## src/rtl/cmd_sequencer_pkg.sv

```systemverilog
// Shared command codes, field widths and queue payload layout for the command sequencer.
// The codes match the engine's command set (idle, advance, read-cell, seed).
package cmd_sequencer_pkg;

  localparam int CMD_W     = 3;
  localparam int ARG_W     = 32;
  localparam int PAYLOAD_W = CMD_W + ARG_W;

  localparam logic [CMD_W-1:0] CMD_IDLE      = 3'd0;
  localparam logic [CMD_W-1:0] CMD_ADVANCE   = 3'd1;
  localparam logic [CMD_W-1:0] CMD_READ_CELL = 3'd2;
  localparam logic [CMD_W-1:0] CMD_SEED      = 3'd3;

  typedef struct packed {
    logic [CMD_W-1:0] cmd;
    logic [ARG_W-1:0] arg0;
  } cmd_t;

endpackage

```

## src/rtl/cmd_fifo.sv

```systemverilog
// Per-source command queue: first-word-fall-through, power-of-two depth.
// A write and a pop in the same cycle are both honoured, even when full.
module cmd_fifo #(
  parameter int WIDTH = 35,
  parameter int DEPTH = 4
) (
  input  logic             clk,
  input  logic             reset,
  input  logic             wr_en,
  input  logic [WIDTH-1:0] wr_data,
  input  logic             rd_en,
  output logic [WIDTH-1:0] rd_data,
  output logic             full,
  output logic             empty
);

  localparam int AW = $clog2(DEPTH);

  logic [WIDTH-1:0] mem [DEPTH];
  logic [AW:0]      wptr;
  logic [AW:0]      rptr;
  logic             do_wr;
  logic             do_rd;

  // Pointers carry one wrap bit so full and empty are distinguishable.
  assign empty   = (wptr == rptr);
  assign full    = (wptr[AW] != rptr[AW]) && (wptr[AW-1:0] == rptr[AW-1:0]);
  assign do_rd   = rd_en && !empty;
  assign do_wr   = wr_en && (!full || do_rd);
  assign rd_data = mem[rptr[AW-1:0]];

  always_ff @(posedge clk) begin
    if (reset) begin
      wptr <= '0;
      rptr <= '0;
    end else begin
      if (do_wr) wptr <= wptr + 1'b1;
      if (do_rd) rptr <= rptr + 1'b1;
    end
  end

  always_ff @(posedge clk) begin
    if (do_wr) mem[wptr[AW-1:0]] <= wr_data;
  end

endmodule

```

## src/rtl/cmd_sequencer.sv

```systemverilog
// Buffers button/host commands, arbitrates them round-robin and issues them to the engine,
// expanding multi-step advances. Define CMD_SEQ_STATS_EN to enable drop/step counters.
module cmd_sequencer
  import cmd_sequencer_pkg::*;
#(
  parameter int FIFO_DEPTH = 4
) (
  input  logic             clk,
  input  logic             reset,
  input  logic [CMD_W-1:0] src0_cmd,
  input  logic [ARG_W-1:0] src0_arg0,
  input  logic             src0_valid,
  input  logic [CMD_W-1:0] src1_cmd,
  input  logic [ARG_W-1:0] src1_arg0,
  input  logic             src1_valid,
  output logic             src1_ready,
  output logic [CMD_W-1:0] eng_cmd,
  output logic [ARG_W-1:0] eng_arg0,
  output logic             eng_valid,
  input  logic             eng_ready,
  input  logic             eng_done,
  output logic             busy,
  output logic [15:0]      drop_count,
  output logic [31:0]      step_count
);

  typedef enum logic [1:0] {
    S_IDLE  = 2'd0,
    S_ISSUE = 2'd1,
    S_WAIT  = 2'd2
  } state_t;

  state_t           state, state_next;
  logic             last_grant, last_grant_next;
  logic             adv_active, adv_active_next;
  logic             abort_pend, abort_pend_next;
  logic [ARG_W-1:0] remaining, remaining_next;
  logic [CMD_W-1:0] eng_cmd_next;
  logic [ARG_W-1:0] eng_arg0_next;
  logic             eng_valid_next;

  logic full0, empty0, full1, empty1;
  logic pop0, pop1, wr0, wr1;
  logic abort0, abort1;
  logic grant;
  cmd_t head0, head1, head;

  // An IDLE arriving during a multi-step advance is an abort: consumed, never queued.
  assign src1_ready = !full1 && !reset;
  assign abort0     = src0_valid && (src0_cmd == CMD_IDLE) && adv_active;
  assign abort1     = src1_valid && src1_ready && (src1_cmd == CMD_IDLE) && adv_active;
  assign wr0        = src0_valid && !full0 && !abort0;
  assign wr1        = src1_valid && src1_ready && !abort1;
  assign busy       = (state != S_IDLE) || !empty0 || !empty1;

  cmd_fifo #(.WIDTH(PAYLOAD_W), .DEPTH(FIFO_DEPTH)) u_fifo0 (
    .clk(clk), .reset(reset), .wr_en(wr0), .wr_data({src0_cmd, src0_arg0}),
    .rd_en(pop0), .rd_data(head0), .full(full0), .empty(empty0)
  );

  cmd_fifo #(.WIDTH(PAYLOAD_W), .DEPTH(FIFO_DEPTH)) u_fifo1 (
    .clk(clk), .reset(reset), .wr_en(wr1), .wr_data({src1_cmd, src1_arg0}),
    .rd_en(pop1), .rd_data(head1), .full(full1), .empty(empty1)
  );

  always_ff @(posedge clk) begin
    if (reset) begin
      state      <= S_IDLE;
      last_grant <= 1'b1;
      adv_active <= 1'b0;
      abort_pend <= 1'b0;
      remaining  <= '0;
      eng_cmd    <= '0;
      eng_arg0   <= '0;
      eng_valid  <= 1'b0;
    end else begin
      state      <= state_next;
      last_grant <= last_grant_next;
      adv_active <= adv_active_next;
      abort_pend <= abort_pend_next;
      remaining  <= remaining_next;
      eng_cmd    <= eng_cmd_next;
      eng_arg0   <= eng_arg0_next;
      eng_valid  <= eng_valid_next;
    end
  end

  always_comb begin
    state_next      = state;
    last_grant_next = last_grant;
    adv_active_next = adv_active;
    abort_pend_next = abort_pend || abort0 || abort1;
    remaining_next  = remaining;
    eng_cmd_next    = eng_cmd;
    eng_arg0_next   = eng_arg0;
    eng_valid_next  = eng_valid;
    pop0            = 1'b0;
    pop1            = 1'b0;
    grant           = 1'b0;
    head            = head0;

    case (state)
      S_IDLE: begin
        if (!empty0 || !empty1) begin
          // On a tie, the source not granted last time wins.
          if (!empty0 && !empty1) grant = !last_grant;
          else                    grant = empty0;
          head            = grant ? head1 : head0;
          pop0            = !grant;
          pop1            = grant;
          last_grant_next = grant;
          if (head.cmd == CMD_ADVANCE) begin
            if (head.arg0 != 32'd0) begin
              remaining_next  = head.arg0;
              adv_active_next = 1'b1;
              state_next      = S_ISSUE;
              eng_valid_next  = 1'b1;
              eng_cmd_next    = CMD_ADVANCE;
              eng_arg0_next   = 32'd1;
            end else begin
              state_next = S_IDLE;
            end
          end else begin
            state_next     = S_ISSUE;
            eng_valid_next = 1'b1;
            eng_cmd_next   = head.cmd;
            eng_arg0_next  = head.arg0;
          end
        end else begin
          state_next = S_IDLE;
        end
      end
      S_ISSUE: begin
        if (eng_ready) begin
          state_next     = S_WAIT;
          eng_valid_next = 1'b0;
        end else begin
          eng_valid_next = 1'b1;
        end
      end
      S_WAIT: begin
        if (eng_done) begin
          if (adv_active) remaining_next = remaining - 32'd1;
          else            remaining_next = remaining;
          // A pending abort only suppresses the steps after the one just finished.
          if (adv_active && (remaining > 32'd1) && !abort_pend) begin
            state_next     = S_ISSUE;
            eng_valid_next = 1'b1;
          end else begin
            adv_active_next = 1'b0;
            abort_pend_next = 1'b0;
            remaining_next  = '0;
            state_next      = S_IDLE;
          end
        end else begin
          state_next = S_WAIT;
        end
      end
      default: begin
        state_next     = S_IDLE;
        eng_valid_next = 1'b0;
      end
    endcase
  end

`ifdef CMD_SEQ_STATS_EN
  logic [15:0] drops;
  logic [31:0] steps;
  logic        drop_evt;
  logic        step_evt;

  assign drop_evt = src0_valid && full0 && !abort0;
  assign step_evt = (state == S_WAIT) && eng_done && adv_active;

  // Drop counter saturates; step counter wraps naturally.
  always_ff @(posedge clk) begin
    if (reset) begin
      drops <= 16'd0;
      steps <= 32'd0;
    end else begin
      if (drop_evt && (drops != 16'hFFFF)) drops <= drops + 16'd1;
      if (step_evt) steps <= steps + 32'd1;
    end
  end

  assign drop_count = drops;
  assign step_count = steps;
`else
  assign drop_count = 16'd0;
  assign step_count = 32'd0;
`endif

endmodule
```

## config.mk

```make
export PLATFORM = sky130hd
export DESIGN_NAME = cmd_sequencer
export DESIGN_NICKNAME = d
export VERILOG_FILES = /design/src/rtl/cmd_sequencer_pkg.sv /design/src/rtl/cmd_fifo.sv /design/src/rtl/cmd_sequencer.sv
export SDC_FILE = /design/constraint.sdc
export NUM_CORES = 1
export LEC_CHECK = 0
export CAP_MARGIN = 0
export CORE_MARGIN = 2
export CORE_UTILIZATION = 50
export CTS_BUF_LIST = sky130_fd_sc_hd__clkbuf_4 sky130_fd_sc_hd__clkbuf_8
export DETAILED_ROUTE_END_ITERATION = 12
export GPL_ROUTABILITY_DRIVEN = 0
export HOLD_SLACK_MARGIN = 0.02
export MAX_ROUTING_LAYER = met4
export PLACE_DENSITY = 0.72
export SKIP_LAST_GASP = 1
export SYNTH_ARGS = -nofsm -noshare
export SYNTH_HDL_FRONTEND = slang
export SYNTH_SLANG_ARGS = --single-unit
```

## constraint.sdc

```tcl
create_clock -name clk -period 3.43 [get_ports clk]
set_input_delay 0.686 -clock clk [delete_from_list [all_inputs] [get_ports clk]]
set_output_delay 0.686 -clock clk [all_outputs]
set_load 0.01 [all_outputs]
```

==> metrics.txt <==
status finished, final reports clean; Synth Register Bits 369; Pins Over Slew Limit 0; Peak VDD IR 0.373 mV; clock root buffer clkbuf_8; Critical Path AT 3.73 ns; Die Area 32500 sq um; multiplexer area fraction after synthesis 11.5%; share of the synthesized area in the top cell type 54.1%; CTS resizes 0; Post-synth EDFFs 280; critical-path cell list buf_12, mux4_2, nor4_1, nand4_1, nor2_2, a211o_2, and2_4, a22o_1; clk_lat worst skew 0.60 ns; NumNets Final 1243; multi-input logic area 4720 sq um; Detail Route Antenna Nets 0; mean number of vias per cell 5.80; top layer in use met4; post-synth design cell area 15500 sq um; Core Rows 64; metal2 WL 16900 microns; Power, Total 14.6 mW; PD cells 802 nW/um^2; setup bufs post-CTS 0; ANT cells 0; area of the core 30600 sq um; post-synthesis compound-gate area fraction 8.02%; register area 10200 sq um; area leader, netlist edfxtp_1; Worst-path clk slew 0.06 ns; Vias 9264; routed len/inst 22.1 microns; Synth Area in Adders 0.966%; Synth cell types 68; Post-Synthesis Cells 1004; Total GRT Usage 22.1%; Tmin final 3.20 ns; number of CTS-inserted buffers 57; TritonCTS clock tree built; Detail Placement HPWL 24100 microns; Final setup viols 0; fin crit share 93.2%; largest family of logic cells by synthesized area multiplexers; TritonCTS Sinks 369; Hold Crit Class reg -> reg; warnings from Yosys 0; MaxCap Viol Count 0; Die Wd 180 microns; Final Hold Violating Endpoints 0; worst-margin pin slew 1.01 ns; ys flop type edfxtp_1; Iteration-0 DRC Markers 848; final instance area 18100 sq um; Slew headroom 32.5%; I/O Pins 162; CP Launch Type register; clk_skew 0.0292 ns; CP max-delay cell mux4_2; largest net degree at the start of global routing 42; Crit Path Max Fanout 32; global route overflow 0; Bufs on Longest Clock Path 3; post-synthesis simple-gate area fraction 7.51%; unrepaired setup endpoints after global routing no; vias in the first global route 8946; initial antenna violation count 0; met3 WL 2740 microns; Worst EP required 3.96 ns; cts hold-fix bufs 0; element type at the critical path end register; Initial Util 50.8%; Synth area leaders edfxtp_1 54%, dfxtp_1 11%, mux4_2 8.8%; global-route wire length before repair 53300 microns; Leak 6.27 nW; # DRC 0; max frequency 313 MHz; cell area after placement 17000 sq um; share of layout cells above drive strength 1 18.6%; Synth Area per Inst 15.5 sq um; die height 180 microns; CTS H-tree lvls 2; Synth-to-Final Area Change 16.8%; async set-reset flop share out of synthesis 0%; Fillers 2257; slowest stage delay, CP 0.52 ns; TNS Setup 0 ns; WL final 35200 microns; Synth Area in XOR/XNOR 1.13%; Setup CP Type reg -> reg; PortBufs 113; drt first pass iters 7; DRT met1 WL 14800 microns; sequential area share after synthesis 65.6%
[area by class of cell]
class                   instances  area share (%)
repair buffers                146            8.19
clock buffers                  77            5.25
inverters                      23           0.476
flip-flops and latches        369            56.2
clock inverters                29            1.17
well taps                     396            2.73
multi-input cells             558            26.0
[critical path, delay by kind of cell, from the launching register on]
kind                   cells  cell delay [ns]
and+or+nand+nor            4             1.42
muxes                      1             0.52
AOI/OAI and AO/OA          2             0.48
DFF                        1             0.47
buffers and inverters      1             0.21
[cells in the mapped netlist, types with 5 or more instances]
cell type	number
edfxtp_1	280
dfxtp_1	89
nand2_1	84
mux4_2	61
nor2_1	56
buf_4	53
nor3_1	27
nor4_1	25
a21oi_1	23
a22o_1	23
inv_1	23
clkbuf_1	22
mux2i_1	17
o21ai_0	17
a32o_1	14
and2_1	12
ha_1	12
buf_2	11
o2bb2ai_2	10
xnor2_1	10
xor2_1	10
mux4_1	9
o32ai_2	8
a211oi_1	7
buf_12	6
nand3_1	6
nand4_1	6
buf_6	5
o32ai_1	5
or3_1	5
or4_1	5
[metal layers]
| layer | global-route usage, % | up-vias |
|---|---|---|
| li1 | - | 4148 |
| met1 | 29.6 | 4596 |
| met2 | 34.6 | 457 |
| met3 | 4.45 | 63 |
| met4 | 6.32 | 0 |
| met5 | - | - |
[power by group]
group	internal [mW]	leakage [nW]	switching (mW)
sequential	5.27	3.28	0.345
combinational	2.10	2.36	3.14
clock	2.04	0.624	1.66
[worst paths after layout]
kind	start	to	slack, ns	depth (start not counted)
min	remaining[15]	remaining[15]	0.48	2
min reg2reg	remaining[15]	remaining[15]	0.48	2
max	register	eng_arg0[31]	0.23	8
max reg2reg	register	eng_arg0[31]	0.23	8
[metrics by stage]
step | hold WS [ns] | std cells | worst slack, ns | util [%]
2_1_floorplan | 0.446 | 1051 | 0.764 | -
3_3_place_gp | 0.454 | 1492 | 0.342 | 55.5
3_5_place_dp | 0.460 | 1492 | 0.285 | 55.5
4_1_cts | 0.474 | 1598 | 0.261 | 59.3
5_1_grt | 0.487 | 1598 | 0.0822 | 59.3
6_report | 0.476 | 1598 | 0.234 | 59.3
[flip-flops by register name, summed over array words and instances (netlist names), 2 cells and up, named ones only]
register,cells
eng_arg0,32
eng_cmd,3
remaining,32
state,2
u_fifo0.mem,140
u_fifo0.rptr,3
u_fifo0.wptr,3
u_fifo1.mem,140
u_fifo1.rptr,3
u_fifo1.wptr,3
[placed cells by master (no fill, tap or decap), types with 6 or more instances in the layout]
cell type        Yosys  routed
clkinv_2             0      10
o21ai_0             17      17
a211oi_1             7       7
o2bb2ai_2           10      10
ha_1                12      12
mux4_1               9       9
nand4_1              6       6
mux2i_1             17      17
clkbuf_8             0      60
inv_1               23      23
conb_1               1      48
buf_12               6       9
buf_4               53      24
clkdlybuf4s50_1      0     112
mux4_2              61      61
nor4_1              25      25
and2_1              12      11
nand2_1             84      84
o32ai_2              8       8
a22o_1              23      23
nor2_1              56      56
clkbuf_4             0      17
edfxtp_1           280     280
nor3_1              27      25
a21oi_1             23      23
dfxtp_1             89      87
xor2_1              10      10
nand3_1              6       6
xnor2_1             10      10
a32o_1              14      14
clkinv_1             0      14
[cell families (layout without fill, tap and decap cells)]
group | count (synthesis) | in the layout
flip-flops | 369 | 369
buffers and inverters | 124 | 275
AND/OR/NAND/NOR | 245 | 245
multiplexers | 88 | 88
XOR/XNOR | 20 | 20
AO/OA/AOI/OAI | 145 | 145
other | 1 | 48
adder cells (fa/ha/maj) | 12 | 12
Power figures use the tool's default switching activity.
